[config.mk]
export PLATFORM = sky130hd
export DESIGN_NAME = pipe_reg_chain_flat
export DESIGN_NICKNAME = d
export VERILOG_FILES = /design/src/rtl/pipe_reg_chain_if.sv /design/src/rtl/pipe_reg_chain.sv /design/src/flat_wrapper.sv
export SDC_FILE = /design/constraint.sdc
export NUM_CORES = 1
export LEC_CHECK = 0
export CAP_MARGIN = 20
export CORE_UTILIZATION = 49
export CTS_CLUSTER_DIAMETER = 60
export CTS_CLUSTER_SIZE = 10
export DETAILED_ROUTE_END_ITERATION = 6
export GPL_ROUTABILITY_DRIVEN = 0
export HOLD_SLACK_MARGIN = 0.02
export PLACE_DENSITY = 0.83
export SLEW_MARGIN = 30
export SYNTH_ARGS = -nofsm -noshare
export SYNTH_HDL_FRONTEND = slang
export SYNTH_SLANG_ARGS = --single-unit
[constraint.sdc]
create_clock -name clk -period 2.8 [get_ports clk]
set_input_delay 0.56 -clock clk [delete_from_list [all_inputs] [get_ports clk]]
set_output_delay 0.56 -clock clk [all_outputs]
set_load 0.005 [all_outputs]
[src/rtl/pipe_reg_chain_if.sv]
// Handshake bundle for pipe_reg_chain: upstream valid/ready/data,
// downstream valid/ready/data and the occupancy count.
interface pipe_reg_chain_if #(
  parameter int WIDTH = 32,
  parameter int DEPTH = 2
);
  logic                           in_valid;
  logic [WIDTH-1:0]               in_data;
  logic                           in_ready;
  logic                           out_valid;
  logic [WIDTH-1:0]               out_data;
  logic                           out_ready;
  logic [$clog2(DEPTH+1)-1:0]     count;

  // Chain side.
  modport slave (
    input  in_valid, in_data, out_ready,
    output in_ready, out_valid, out_data, count
  );

  // Environment side (drives upstream data and downstream ready).
  modport master (
    output in_valid, in_data, out_ready,
    input  in_ready, out_valid, out_data, count
  );
endinterface

[src/rtl/pipe_reg_chain.sv]
// Elastic pipeline register chain: DEPTH valid-tagged stages moved by a
// valid/ready handshake. Empty stages soak up bubbles even when the output
// is stalled. Global hold enable, synchronous flush, registered occupancy.
module pipe_reg_chain #(
  parameter int               WIDTH     = 32,
  parameter int               DEPTH     = 2,
  parameter logic [WIDTH-1:0] RESET_VAL = '0
) (
  input  logic              clk,
  input  logic              reset,   // synchronous, active low
  input  logic              en,
  input  logic              flush,
  pipe_reg_chain_if.slave   bus
);
  localparam int CW = $clog2(DEPTH+1);

  logic [DEPTH-1:0]            v_q, v_d;
  logic [DEPTH-1:0][WIDTH-1:0] d_q, d_d;
  logic [CW-1:0]               cnt_q, cnt_d;
  logic [DEPTH-1:0]            r;

  // Ready chain: a stage may load when it is empty or its successor moves.
  always_comb begin
    r = '0;
    r[DEPTH-1] = bus.out_ready | ~v_q[DEPTH-1];
    for (int k = DEPTH-2; k >= 0; k--) r[k] = ~v_q[k] | r[k+1];
  end

  assign bus.in_ready  = en & r[0] & ~flush;
  assign bus.out_valid = en & v_q[DEPTH-1];
  assign bus.out_data  = d_q[DEPTH-1];
  assign bus.count     = cnt_q;

  // Next state: shift into every ready stage; flush wipes the chain.
  // Count is taken from the next valid vector so it never lags v_q.
  always_comb begin
    v_d   = v_q;
    d_d   = d_q;
    cnt_d = '0;
    if (en) begin
      if (flush) begin
        v_d = '0;
        d_d = {DEPTH{RESET_VAL}};
      end else begin
        if (r[0]) begin
          v_d[0] = bus.in_valid;
          d_d[0] = bus.in_data;
        end
        for (int k = 1; k < DEPTH; k++) begin
          if (r[k]) begin
            v_d[k] = v_q[k-1];
            d_d[k] = d_q[k-1];
          end
        end
      end
    end
    for (int k = 0; k < DEPTH; k++) cnt_d = cnt_d + CW'(v_d[k]);
  end

  // State registers with synchronous reset taking priority over everything.
  always_ff @(posedge clk) begin
    if (!reset) begin
      v_q   <= '0;
      d_q   <= {DEPTH{RESET_VAL}};
      cnt_q <= '0;
    end else begin
      v_q   <= v_d;
      d_q   <= d_d;
      cnt_q <= cnt_d;
    end
  end
endmodule

[src/flat_wrapper.sv]
// flat-port wrapper written by rule: the top's interface ports become plain ports
module pipe_reg_chain_flat 
#(
  parameter int               WIDTH     = 32,
  parameter int               DEPTH     = 2,
  parameter logic [WIDTH-1:0] RESET_VAL = '0
)
  (clk, reset, en, flush, bus_in_valid, bus_in_data, bus_out_ready, bus_in_ready, bus_out_valid, bus_out_data, bus_count);
  pipe_reg_chain_if #(.WIDTH(WIDTH), .DEPTH(DEPTH)) bus_i ();
  input  logic clk;
  input  logic reset;
  input  logic en;
  input  logic flush;
  input wire logic [$bits(bus_i.in_valid)-1:0] bus_in_valid;
  input wire logic [$bits(bus_i.in_data)-1:0] bus_in_data;
  input wire logic [$bits(bus_i.out_ready)-1:0] bus_out_ready;
  output wire logic [$bits(bus_i.in_ready)-1:0] bus_in_ready;
  output wire logic [$bits(bus_i.out_valid)-1:0] bus_out_valid;
  output wire logic [$bits(bus_i.out_data)-1:0] bus_out_data;
  output wire logic [$bits(bus_i.count)-1:0] bus_count;
  assign bus_i.in_valid = bus_in_valid;
  assign bus_i.in_data = bus_in_data;
  assign bus_i.out_ready = bus_out_ready;
  assign bus_in_ready = bus_i.in_ready;
  assign bus_out_valid = bus_i.out_valid;
  assign bus_out_data = bus_i.out_data;
  assign bus_count = bus_i.count;
  pipe_reg_chain #(.WIDTH(WIDTH), .DEPTH(DEPTH), .RESET_VAL(RESET_VAL)) u_core (.clk(clk), .reset(reset), .en(en), .flush(flush), .bus(bus_i));
endmodule
==> qor.csv <==
stage,metric,value,unit
run_status,status,completed,
global_routing,use_met1,24.0,%
critical_path,endpoint,bus_in_ready,
critical_path,critical_path_arrival,1.94,ns
clocking,cts-resized-gates,0,
clocking,clk_latency,0.32,ns
critical_path,cpMostUsedCell,clkdlybuf4s50_1,
job,cap_violations,0,
clocking,clockBufferDepth,2,
placed_design,placed_cell_area,2940,sq um
route,first_pass_iters,4,
global_routing,grtUsageMet2,26.9,%
synthesis,synth_fp_nets,239,
power_and_ir_drop,finalPower,0.00191,W
critical_path,cp_slowest_stage_delay,0.50,ns
global_routing,grt_pass1_wl,6980,um
clocking,cts_tree,done,
die,io_pins,74,
global_routing,grt-busiest-layer,met2,
layout,area_growth,30.2,%
critical_path,crit_buf_inv,2,
timing,fin_crit_sh,89.3,%
clocking,cts_setup_buffers,0,
placed_design,hpwlAfterDp,2980,um
route,vias,1619,
synthesis,yosys.area_share.xor_xnor,0,%
synthesis,ys_warn_count,0,
route,ant_nets,0,
min_path,holdPathStages,1,
global_routing,grt_max_degree,33,
critical_path,startpoint,bus_out_ready,
synthesis,synthMuxAreaShare,0,%
die,die_area,5200,sq um
critical_path,r2r_cells,3,
clocking,ctsHoldBuffers,0,
power_and_ir_drop,powerDensity,609,nW/um^2
clocking,numCtsBuffers,9,
timing,clock_skew,0.00868,ns
critical_path,critPathSlowestCell,clkdlybuf4s50_1,
critical_path,path_depth,5,
timing,slew_violations,0,
clocking,htreeDepth,3,
timing,finalHoldViolCount,0,
layout,nNetsFinal,284,
die,core,4720,sq um
synthesis,synth_compound_area_share,25.4,%
synthesis,synth.distinct_cells,23,
synthesis,syn_inst,200,
timing,timing.final.crit_period,2.50,ns
min_path,hp-class,register to register,
clocking,clkTransAtPathRegs,0.06,ns
critical_path,worst-r2r-setup-slack,1.30,ns
layout,n_antenna_cell,0,
clocking,clock-sinks,68,
critical_path,cp-start-kind,input pin,
timing,hold_ws,0.469,ns
power_and_ir_drop,p_leak,1.23,nW
synthesis,ys_ff_latch,68,
global_routing,antenna_found_initial,0,
global_routing,gr-total-overflow,0,
power_and_ir_drop,max-vdd-ir-drop,398,uV
route,wl_per_cell,13.9,um
route,drc_errors,0,
layout,final_area,3130,sq um
critical_path,cp.required,2.24,ns
critical_path,crit-reg2reg-capture,u_core.bus.out_data[13],
timing,setup_viol_count_final,0,
global_routing,track_usage,17.8,%
die,rows,25,
timing,worst_pin_slew,0.681,ns
clocking,clockRootBuffer,clkbuf_8,
critical_path,path_cells,clkdlybuf4s50_1 -> and2b_4 -> nand2_1 -> and3_1 -> clkdlybuf4s50_1,
synthesis,synthSimpleGateAreaFrac,4.00,%
placed_design,io_buffers,73,
die,initial_core_util,51.0,%
critical_path,cp_top_family,buffers and inverters,
die,die_x,72.1,um
critical_path,critPathMaxFanout,5,
timing,rsz0062_at_grt,false,
critical_path,critical_path.endpoint_type,primary output,
timing,fmax,400,MHz
global_routing,grt_pass1_vias,1481,
synthesis,synth_top_family_by_area,compound AO/OA/AOI/OAI gates,
synthesis,seq_area_frac_synth,56.5,%
synthesis,avgSynthCellArea,12.0,sq um
timing,slew_headroom,54.6,%
synthesis,synth_area,2410,sq um
critical_path,r2r-start,u_core.v_q[1],
route,wl,4400,um
synthesis,synth_fa_ha_area_share,0.520,%
die,die_h,72.1,um
route,dr.first_iter.drc_count,89,
global_routing,grtUsageMet3,3.33,%
layout,fillCellCount,373,
timing,timing.setup.tns,0,ns
layout,drive_above_1_share,9.60,%
route,vias_per_cell,5.11,
critical_path,worst-setup-path-type,input pin to primary output,
## report_power, final
| group | internal, W | switching, W |
|---|---|---|
| Sequential | 0.000992 | 0.0000137 |
| Combinational | 0.0000820 | 0.0000490 |
| Clock | 0.000435 | 0.000337 |
| Total | 0.00151 | 0.000400 |
## layer usage
metal	part of all wire [%]	vias up
met5	0	-
met4	1.6	0
met3	3.8	8
met2	47	47
met1	48	771
li1	-	793
## state kept, by name (all words and copies together) (netlist names)
signal               cells
u_core.v_q               2
u_core.bus.out_data     32
u_core.bus.count         2
u_core.d_q              32
## cells in the mapped netlist, drive strengths merged
library cell  count  share of area [%]
and2              5                1.3
a22o             64                 23
nor2b             1               0.26
nor2              1               0.26
a21oi             1               0.36
inv               2               0.31
o221ai            1               0.36
nand3b            1               0.31
o21ai             1               0.21
and2b             1               0.42
nand2b            1               0.26
nand2             3               0.47
dfxtp            68                 57
nand4bb           1               0.47
buf              44                 13
a21boi            2               0.78
a31o              1               0.36
ha                1               0.52
and3              1               0.26
## worst min path at each step
stage	startpoint	slack (ns)	endpoint
final	u_core.d_q[0]	0.47	u_core.bus.out_data[0]
after global routing	u_core.d_q[7]	0.48	u_core.bus.out_data[7]
after CTS	u_core.d_q[21]	0.48	u_core.bus.out_data[21]
after detailed placement	u_core.d_q[18]	0.46	u_core.bus.out_data[18]
after global placement	u_core.d_q[1]	0.45	u_core.bus.out_data[1]
after floorplan	u_core.d_q[0]	0.44	u_core.bus.out_data[0]
## worst reg2reg max path: stages (launching register included)
cell and delay [ns]:
dfxtp_1 0.37, and2b_4 0.20, a31o_2 0.60, a22o_1 0.27
## stage by stage
step | util [%] | setup WS (ns) | std cells
3_3_place_gp | 62.3 | 0.322 | 301
4_1_cts | 66.4 | 0.292 | 317
6_report | 66.4 | 0.299 | 317
3_5_place_dp | 62.3 | 0.303 | 301
2_1_floorplan | - | 1.20 | 200
5_1_grt | 66.4 | 0.207 | 317
## kinds of logic after synthesis
| logic type | Yosys count |
|---|---|
| flip-flops | 68 |
| AND/OR/NAND/NOR | 15 |
| AO/OA/AOI/OAI | 70 |
| buffers and inverters | 46 |
| adder cells (fa/ha/maj) | 1 |
## placed cells by master, fill, tap and decap left out
cell type / n
a21boi_0: 1
a21boi_2: 1
a21oi_2: 1
a22o_1: 64
a31o_2: 1
and2_0: 1
and2_1: 4
and2b_4: 1
and3_1: 1
buf_4: 5
bufinv_16: 1
clkbuf_1: 2
clkbuf_8: 10
clkdlybuf4s50_1: 73
clkinv_2: 2
clkinv_4: 1
dfxtp_1: 68
ha_1: 1
inv_1: 2
nand2_1: 3
nand2b_1: 1
nand3b_1: 1
nand4bb_1: 1
nor2_2: 1
nor2b_1: 1
o21ai_0: 1
o221ai_1: 1
## final cells by class
class	count	area, sq um	area share, %
Clock buffer	12	145	4.63
Clock inverter	4	48.8	1.56
Inverter	2	7.51	0.240
Multi-Input combinational cell	86	719	23.0
Sequential cell	68	1360	43.4
Tap cell	67	83.8	2.67
Timing Repair Buffer	78	768	24.5
(Power assumes the default switching activity.)
